<file path="src/rtl/object_centroid_if.sv">
// object_centroid_if: pixel stream in, centroid result out
// slave: seen by object_centroid (pixel inputs, result outputs); master: seen by the pixel source/consumer
interface object_centroid_if #(
    parameter int COLOR_WIDTH = 10,
    parameter int DISP_WIDTH  = 11
);
    logic                   enable;
    logic                   pix_valid;
    logic                   frame_end;
    logic [COLOR_WIDTH-1:0] curr;
    logic [DISP_WIDTH-1:0]  x_pos;
    logic [DISP_WIDTH-1:0]  y_pos;
    logic [DISP_WIDTH-1:0]  x_obj;
    logic [DISP_WIDTH-1:0]  y_obj;
    logic                   obj_found;
    logic                   obj_valid;
    logic                   overrun;
    modport slave (
        input  enable, pix_valid, frame_end, curr, x_pos, y_pos,
        output x_obj, y_obj, obj_found, obj_valid, overrun
    );
    modport master (
        output enable, pix_valid, frame_end, curr, x_pos, y_pos,
        input  x_obj, y_obj, obj_found, obj_valid, overrun
    );
endinterface

</file>
<file path="src/rtl/object_centroid.sv">
// object_centroid: thresholded-pixel centroid per frame with a serial restoring divider
// clk: clock; reset: sync active-high; pix (slave): enable/pix_valid/curr/x_pos/y_pos/frame_end in, x_obj/y_obj/obj_found/obj_valid/overrun out
module object_centroid #(
    parameter int COLOR_WIDTH   = 10,
    parameter int DISP_WIDTH    = 11,
    parameter int PIX_THRESHOLD = 512,
    parameter int MIN_PIXELS    = 4
) (
    input logic              clk,
    input logic              reset,
    object_centroid_if.slave pix
);
    localparam int CNT_W  = 2*DISP_WIDTH+1;
    localparam int SUM_W  = 3*DISP_WIDTH+1;
    localparam int STEP_W = $clog2(SUM_W);
    localparam logic [COLOR_WIDTH:0] THR     = (COLOR_WIDTH+1)'(PIX_THRESHOLD);
    localparam logic [CNT_W-1:0]     MIN_CNT = CNT_W'(MIN_PIXELS);
    localparam logic [STEP_W-1:0]    LAST    = STEP_W'(SUM_W-1);
    typedef enum logic [1:0] {IDLE, DIVIDE, PUBLISH} state_t;
    state_t state, state_n;
    logic hit, fin, found;
    logic [1:0][DISP_WIDTH-1:0] pos;
    logic [1:0][SUM_W-1:0] sum, sum_n, dq, dq_n;
    logic [1:0][CNT_W-1:0] rem, rem_n;
    logic [CNT_W-1:0] cnt, cnt_n, dvs;
    logic [STEP_W-1:0] step;

    // lane 0 is x, lane 1 is y
    assign pos   = {pix.y_pos, pix.x_pos};
    assign hit   = pix.pix_valid & pix.enable & ({1'b0, pix.curr} >= THR);
    assign cnt_n = cnt + CNT_W'(hit);
    assign found = (dvs != '0) && (dvs >= MIN_CNT);

    for (genvar i = 0; i < 2; i++) begin : g_lane
        logic [CNT_W:0] t, s;
        assign sum_n[i] = sum[i] + (hit ? SUM_W'(pos[i]) : '0);
        // dq shifts the dividend out at the top and the quotient in at the bottom;
        // rem < dvs always, so the sign bit of t - dvs is exactly the borrow
        assign t        = {rem[i], dq[i][SUM_W-1]};
        assign s        = t - {1'b0, dvs};
        assign rem_n[i] = s[CNT_W] ? t[CNT_W-1:0] : s[CNT_W-1:0];
        assign dq_n[i]  = {dq[i][SUM_W-2:0], ~s[CNT_W]};
    end

    always_ff @(posedge clk)
        state <= reset ? IDLE : state_n;

    always_comb begin
        fin     = (state == DIVIDE) && (step == LAST);
        state_n = state == IDLE   ? (pix.frame_end ? DIVIDE : IDLE) :
                  state == DIVIDE ? (fin ? PUBLISH : DIVIDE) : IDLE;
    end

    always_ff @(posedge clk) begin
        if (reset) begin
            sum           <= '0;
            cnt           <= '0;
            dq            <= '0;
            rem           <= '0;
            dvs           <= '0;
            step          <= '0;
            pix.x_obj     <= '0;
            pix.y_obj     <= '0;
            pix.obj_found <= 1'b0;
            pix.obj_valid <= 1'b0;
            pix.overrun   <= 1'b0;
        end else begin
            sum           <= pix.frame_end ? '0 : sum_n;
            cnt           <= pix.frame_end ? '0 : cnt_n;
            pix.obj_valid <= fin;
            pix.overrun   <= pix.frame_end && (state != IDLE);
            if (state == IDLE && pix.frame_end) begin
                dq   <= sum_n;
                rem  <= '0;
                dvs  <= cnt_n;
                step <= '0;
            end else if (state == DIVIDE) begin
                step <= step + STEP_W'(1);
                // an empty frame leaves the divider idle; its result is never used
                if (dvs != '0) begin
                    dq  <= dq_n;
                    rem <= rem_n;
                end
            end
            // outputs load on the final divide step so they are current during PUBLISH
            if (fin) begin
                pix.obj_found <= found;
                if (found) begin
                    pix.x_obj <= dq_n[0][DISP_WIDTH-1:0];
                    pix.y_obj <= dq_n[1][DISP_WIDTH-1:0];
                end
            end
        end
    end
endmodule

</file>
<file path="src/flat_wrapper.sv">
// flat-port wrapper written by rule: the top's interface ports become plain ports
module object_centroid_flat 
#(
    parameter int COLOR_WIDTH   = 10,
    parameter int DISP_WIDTH    = 11,
    parameter int PIX_THRESHOLD = 512,
    parameter int MIN_PIXELS    = 4
)
  (clk, reset, pix_enable, pix_pix_valid, pix_frame_end, pix_curr, pix_x_pos, pix_y_pos, pix_x_obj, pix_y_obj, pix_obj_found, pix_obj_valid, pix_overrun);
  object_centroid_if #(.COLOR_WIDTH(COLOR_WIDTH), .DISP_WIDTH(DISP_WIDTH)) pix_i ();
  input logic clk;
  input logic reset;
  input wire logic [$bits(pix_i.enable)-1:0] pix_enable;
  input wire logic [$bits(pix_i.pix_valid)-1:0] pix_pix_valid;
  input wire logic [$bits(pix_i.frame_end)-1:0] pix_frame_end;
  input wire logic [$bits(pix_i.curr)-1:0] pix_curr;
  input wire logic [$bits(pix_i.x_pos)-1:0] pix_x_pos;
  input wire logic [$bits(pix_i.y_pos)-1:0] pix_y_pos;
  output wire logic [$bits(pix_i.x_obj)-1:0] pix_x_obj;
  output wire logic [$bits(pix_i.y_obj)-1:0] pix_y_obj;
  output wire logic [$bits(pix_i.obj_found)-1:0] pix_obj_found;
  output wire logic [$bits(pix_i.obj_valid)-1:0] pix_obj_valid;
  output wire logic [$bits(pix_i.overrun)-1:0] pix_overrun;
  assign pix_i.enable = pix_enable;
  assign pix_i.pix_valid = pix_pix_valid;
  assign pix_i.frame_end = pix_frame_end;
  assign pix_i.curr = pix_curr;
  assign pix_i.x_pos = pix_x_pos;
  assign pix_i.y_pos = pix_y_pos;
  assign pix_x_obj = pix_i.x_obj;
  assign pix_y_obj = pix_i.y_obj;
  assign pix_obj_found = pix_i.obj_found;
  assign pix_obj_valid = pix_i.obj_valid;
  assign pix_overrun = pix_i.overrun;
  object_centroid #(.COLOR_WIDTH(COLOR_WIDTH), .DISP_WIDTH(DISP_WIDTH), .PIX_THRESHOLD(PIX_THRESHOLD), .MIN_PIXELS(MIN_PIXELS)) u_core (.clk(clk), .reset(reset), .pix(pix_i));
endmodule
</file>
<file path="config.mk">
export PLATFORM = sky130hd
export DESIGN_NAME = object_centroid_flat
export DESIGN_NICKNAME = d
export VERILOG_FILES = /design/src/rtl/object_centroid_if.sv /design/src/rtl/object_centroid.sv /design/src/flat_wrapper.sv
export SDC_FILE = /design/constraint.sdc
export NUM_CORES = 1
export LEC_CHECK = 0
export ABC_AREA = 1
export CORE_MARGIN = 2
export CORE_UTILIZATION = 60
export CTS_CLUSTER_SIZE = 28
export DETAILED_ROUTE_END_ITERATION = 6
export PLACE_DENSITY = 0.85
export SLEW_MARGIN = 20
export SYNTH_ARGS = -nofsm -noshare
export SYNTH_HDL_FRONTEND = slang
export SYNTH_SLANG_ARGS = --single-unit
</file>
<file path="constraint.sdc">
create_clock -name clk -period 4.5 [get_ports clk]
set_clock_uncertainty 0.15 [all_clocks]
set_input_delay 0.675 -clock clk [delete_from_list [all_inputs] [get_ports clk]]
set_output_delay 0.675 -clock clk [all_outputs]
set_load 0.05 [all_outputs]
</file>
==> flow_metrics.tcl <==
set metrics [dict create \
    post_cts.repair.setup_buffers 0 \
    cp.arrival_ps 3890 \
    overflow 0 \
    synth_compound_area_frac 0.0839 \
    drt_iter0_drc 1250 \
    hpwl_um 31700 \
    initial_core_util 0.610 \
    worstSetupEndpoint "u_core.dq[64]" \
    power_density_nw_per_um2 296 \
    drc 0 \
    critPathRequiredTime_ps 4820 \
    yosysSeqAreaShare 0.318 \
    synthMuxAreaShare 0 \
    synth_fa_ha_area_frac 0.0597 \
    routedWlPerCell_um 15.0 \
    fin_setup_tns_ps 0 \
    crit_path_end_kind "flip-flop" \
    postCtsHoldBufs 0 \
    ant_nets 0 \
    setup_ws_ps 923 \
    grtUsageTotal 0.307 \
    fmax_mhz 280 \
    rows 60 \
    crit_path_frequent_cell "nand2_1" \
    final-instance-count-excl-fill 2961 \
    viasPerCell 5.40 \
    synthSimpleGateAreaFrac 0.367 \
    die_area_um2 28700 \
    startpoint "pix_pix_valid" \
    busiest_layer "met2" \
    synth-edff-count 0 \
    multi_input_comb_area_um2 9160 \
    drtPass1Iterations 6 \
    reg2reg_slack_ps 930 \
    final_nets 2711 \
    slew_viol_final 0 \
    clk_pin_slew_ps 60 \
    final.min_clock_period_ps 3580 \
    synth_top_family_by_area "simple AND/OR/NAND/NOR gates" \
    synthXorXnorAreaFrac 0.0469 \
    io_buffers 52 \
    whs_path_depth 2 \
    reg2reg_from "u_core.dvs[19]" \
    cts_root_buffer "clkbuf_16" \
    crit_type "in -> reg" \
    cp_cell_sequence "clkdlybuf4s50_1, nand3_1, inv_1, nand2_1, fa_1, inv_1, nand3_1, nand2_1, a21oi_1, o21ai_0, nand2_1, nand2_1, nand2_1, nand2_1, nand2_1, nand2_1, nand2_1" \
    fp.coreArea_um2 27000 \
    ys_warn_count 0 \
    antenna_found_initial 0 \
    grt_first_pass_wirelength_um 72400 \
    path_max_fanout 8 \
    drv_cap 0 \
    tightest_slew_ps 1010 \
    placedCellCount 2909 \
    area_growth_pct 10.1 \
    grt_util_met2 0.543 \
    place_ws_ps 450 \
    gp_congestion 0.972 \
    hold_violations 0 \
    grt_max_degree 74 \
    placed_cell_area_um2 17100 \
    reg2regPathDepth 11 \
    fill_cells 2414 \
    drive_gt1_frac 0.0660 \
    n_antenna_cell 0 \
    synth_area_per_cell_um2 6.39 \
    path_depth 17 \
    path_delay_family "simple AND/OR/NAND/NOR gates" \
    cts_sinks 261 \
    final_cell_mix "nand2_1 (746), inv_1 (428), nor2_1 (300), dfxtp_1 (261), nand3_1 (166)" \
    htree_num_levels 1 \
    synth-seq-cells 261 \
    post-route-util 0.671 \
    grt_use_met3 0.0343 \
    critical_path_buf_inv_count 3 \
    worst_setup_path_start_kind "input port" \
    whs_ps 322 \
    max_slew_margin 0.320 \
    p_leak_nw 8.26 \
    grt_setup_unrepaired "no" \
    cts_tree "done" \
    cts.repair.resized 0 \
    synth_cell_type_count 51 \
    min_period_over_period 0.795 \
    total_power_mw 5.36 \
    synth_nets 2686 \
    clock_latency_ps 580 \
    synth-async-reset-ratio 0 \
    die_h_um 170 \
    final_area_um2 18100 \
    vias 16000 \
    synth_area_um2 16400 \
    hp-class "reg -> reg" \
    syn_inst 2573 \
    layout_commonest_cell "nand2_1" \
    finalSetupViolCount 0 \
    timing.rr.end "u_core.pix.x_obj[0]" \
    slowest_stage "clkdlybuf4s50_1" \
    die_w_um 170 \
    ctsLongestPathBuffers 3 \
    grt_pass1_vias 15262 \
    dominantRegCellSynth "dfxtp_1" \
    drt_wl_total_um 44600 \
    seqCellArea_um2 5230 \
    boundaryPins 62 \
    max_stage_delay_ps 450 \
    cts-buffers-inserted 28 \
    run_status "finished, final reports clean" \
    use_met1 0.381 \
    max-vdd-ir-drop_uv 299 \
]
==> flip-flops by register name, summed over array words and instances, names as in the netlist <==
signal and flops:
u_core.pix.overrun 1, u_core.pix.x_obj 11, u_core.pix.y_obj 11, u_core.sum 68
u_core.pix.obj_found 1, u_core.dq 68, u_core.dvs 23, u_core.step 6
u_core.pix.obj_valid 1, u_core.state 2, u_core.g_lane.t 46, u_core.cnt 23
==> power by group <==
group          leakage [nW]  switching [mW]  internal [mW]
clock network         0.468           0.996           1.42
registers              2.10         0.00995           2.32
logic                  5.69           0.424          0.178
==> logic make-up after synthesis <==
kind of cell / after synthesis
AOI/OAI and AO/OA: 246
adders and majority gates: 76
xor gates and xnor gates: 88
DFF: 261
and+or+nand+nor: 1389
buffers and inverters: 513
==> cell usage after synthesis (all sizes together), types with 9 or more instances <==
master / n / area (µm²)
nand2: 795 / 3160
inv: 439 / 1650
nor2: 309 / 1190
dfxtp: 261 / 5230
nand3: 184 / 1020
a21oi: 107 / 577
ha: 72 / 901
o21ai: 72 / 360
xor2: 67 / 587
o22ai: 44 / 275
clkbuf: 36 / 135
buf: 35 / 254
nor3: 34 / 175
nand4: 30 / 218
xnor2: 21 / 184
a31oi: 14 / 93.8
nor4: 11 / 83.8
nand3b: 9 / 67.6
==> worst min-delay path by stage <==
stage	slack, ps	startpoint	endpoint
detailed placement	320	u_core.step[5]	u_core.step[5]
finish	320	u_core.dq[8]	u_core.pix.x_obj[9]
global placement	300	u_core.step[5]	u_core.step[5]
CTS	330	u_core.dq[8]	u_core.pix.x_obj[9]
global route	350	u_core.step[5]	u_core.step[5]
floorplan	290	u_core.step[5]	u_core.step[5]
==> layout make-up <==
cell class,count,area share
Clock inverter,13,0.00968
Sequential cell,261,0.289
Inverter,442,0.0921
Multi-Input combinational cell,1799,0.506
Timing Repair Buffer,66,0.0353
Clock buffer,39,0.0443
Tap cell,341,0.0236
==> worst register-to-register path, cell delays in order, from the launching register on <==
cell      delay, ps
dfxtp_1         300
inv_1           210
nand2_1          90
nor3_1          190
nand2_1          80
nor2_1          240
nand2_1          80
nand2_1         470
clkinv_1        990
nand2_1         470
o211ai_1        140
inv_1           100
==> layer usage <==
layer / up-vias / share of wire
met3: 124 / 0.061
li1: 8033 / -
met1: 7331 / 0.42
met5: - / 0
met4: 0 / 0.042
met2: 512 / 0.48
Note: power is estimated with default switching activity, not from simulation.
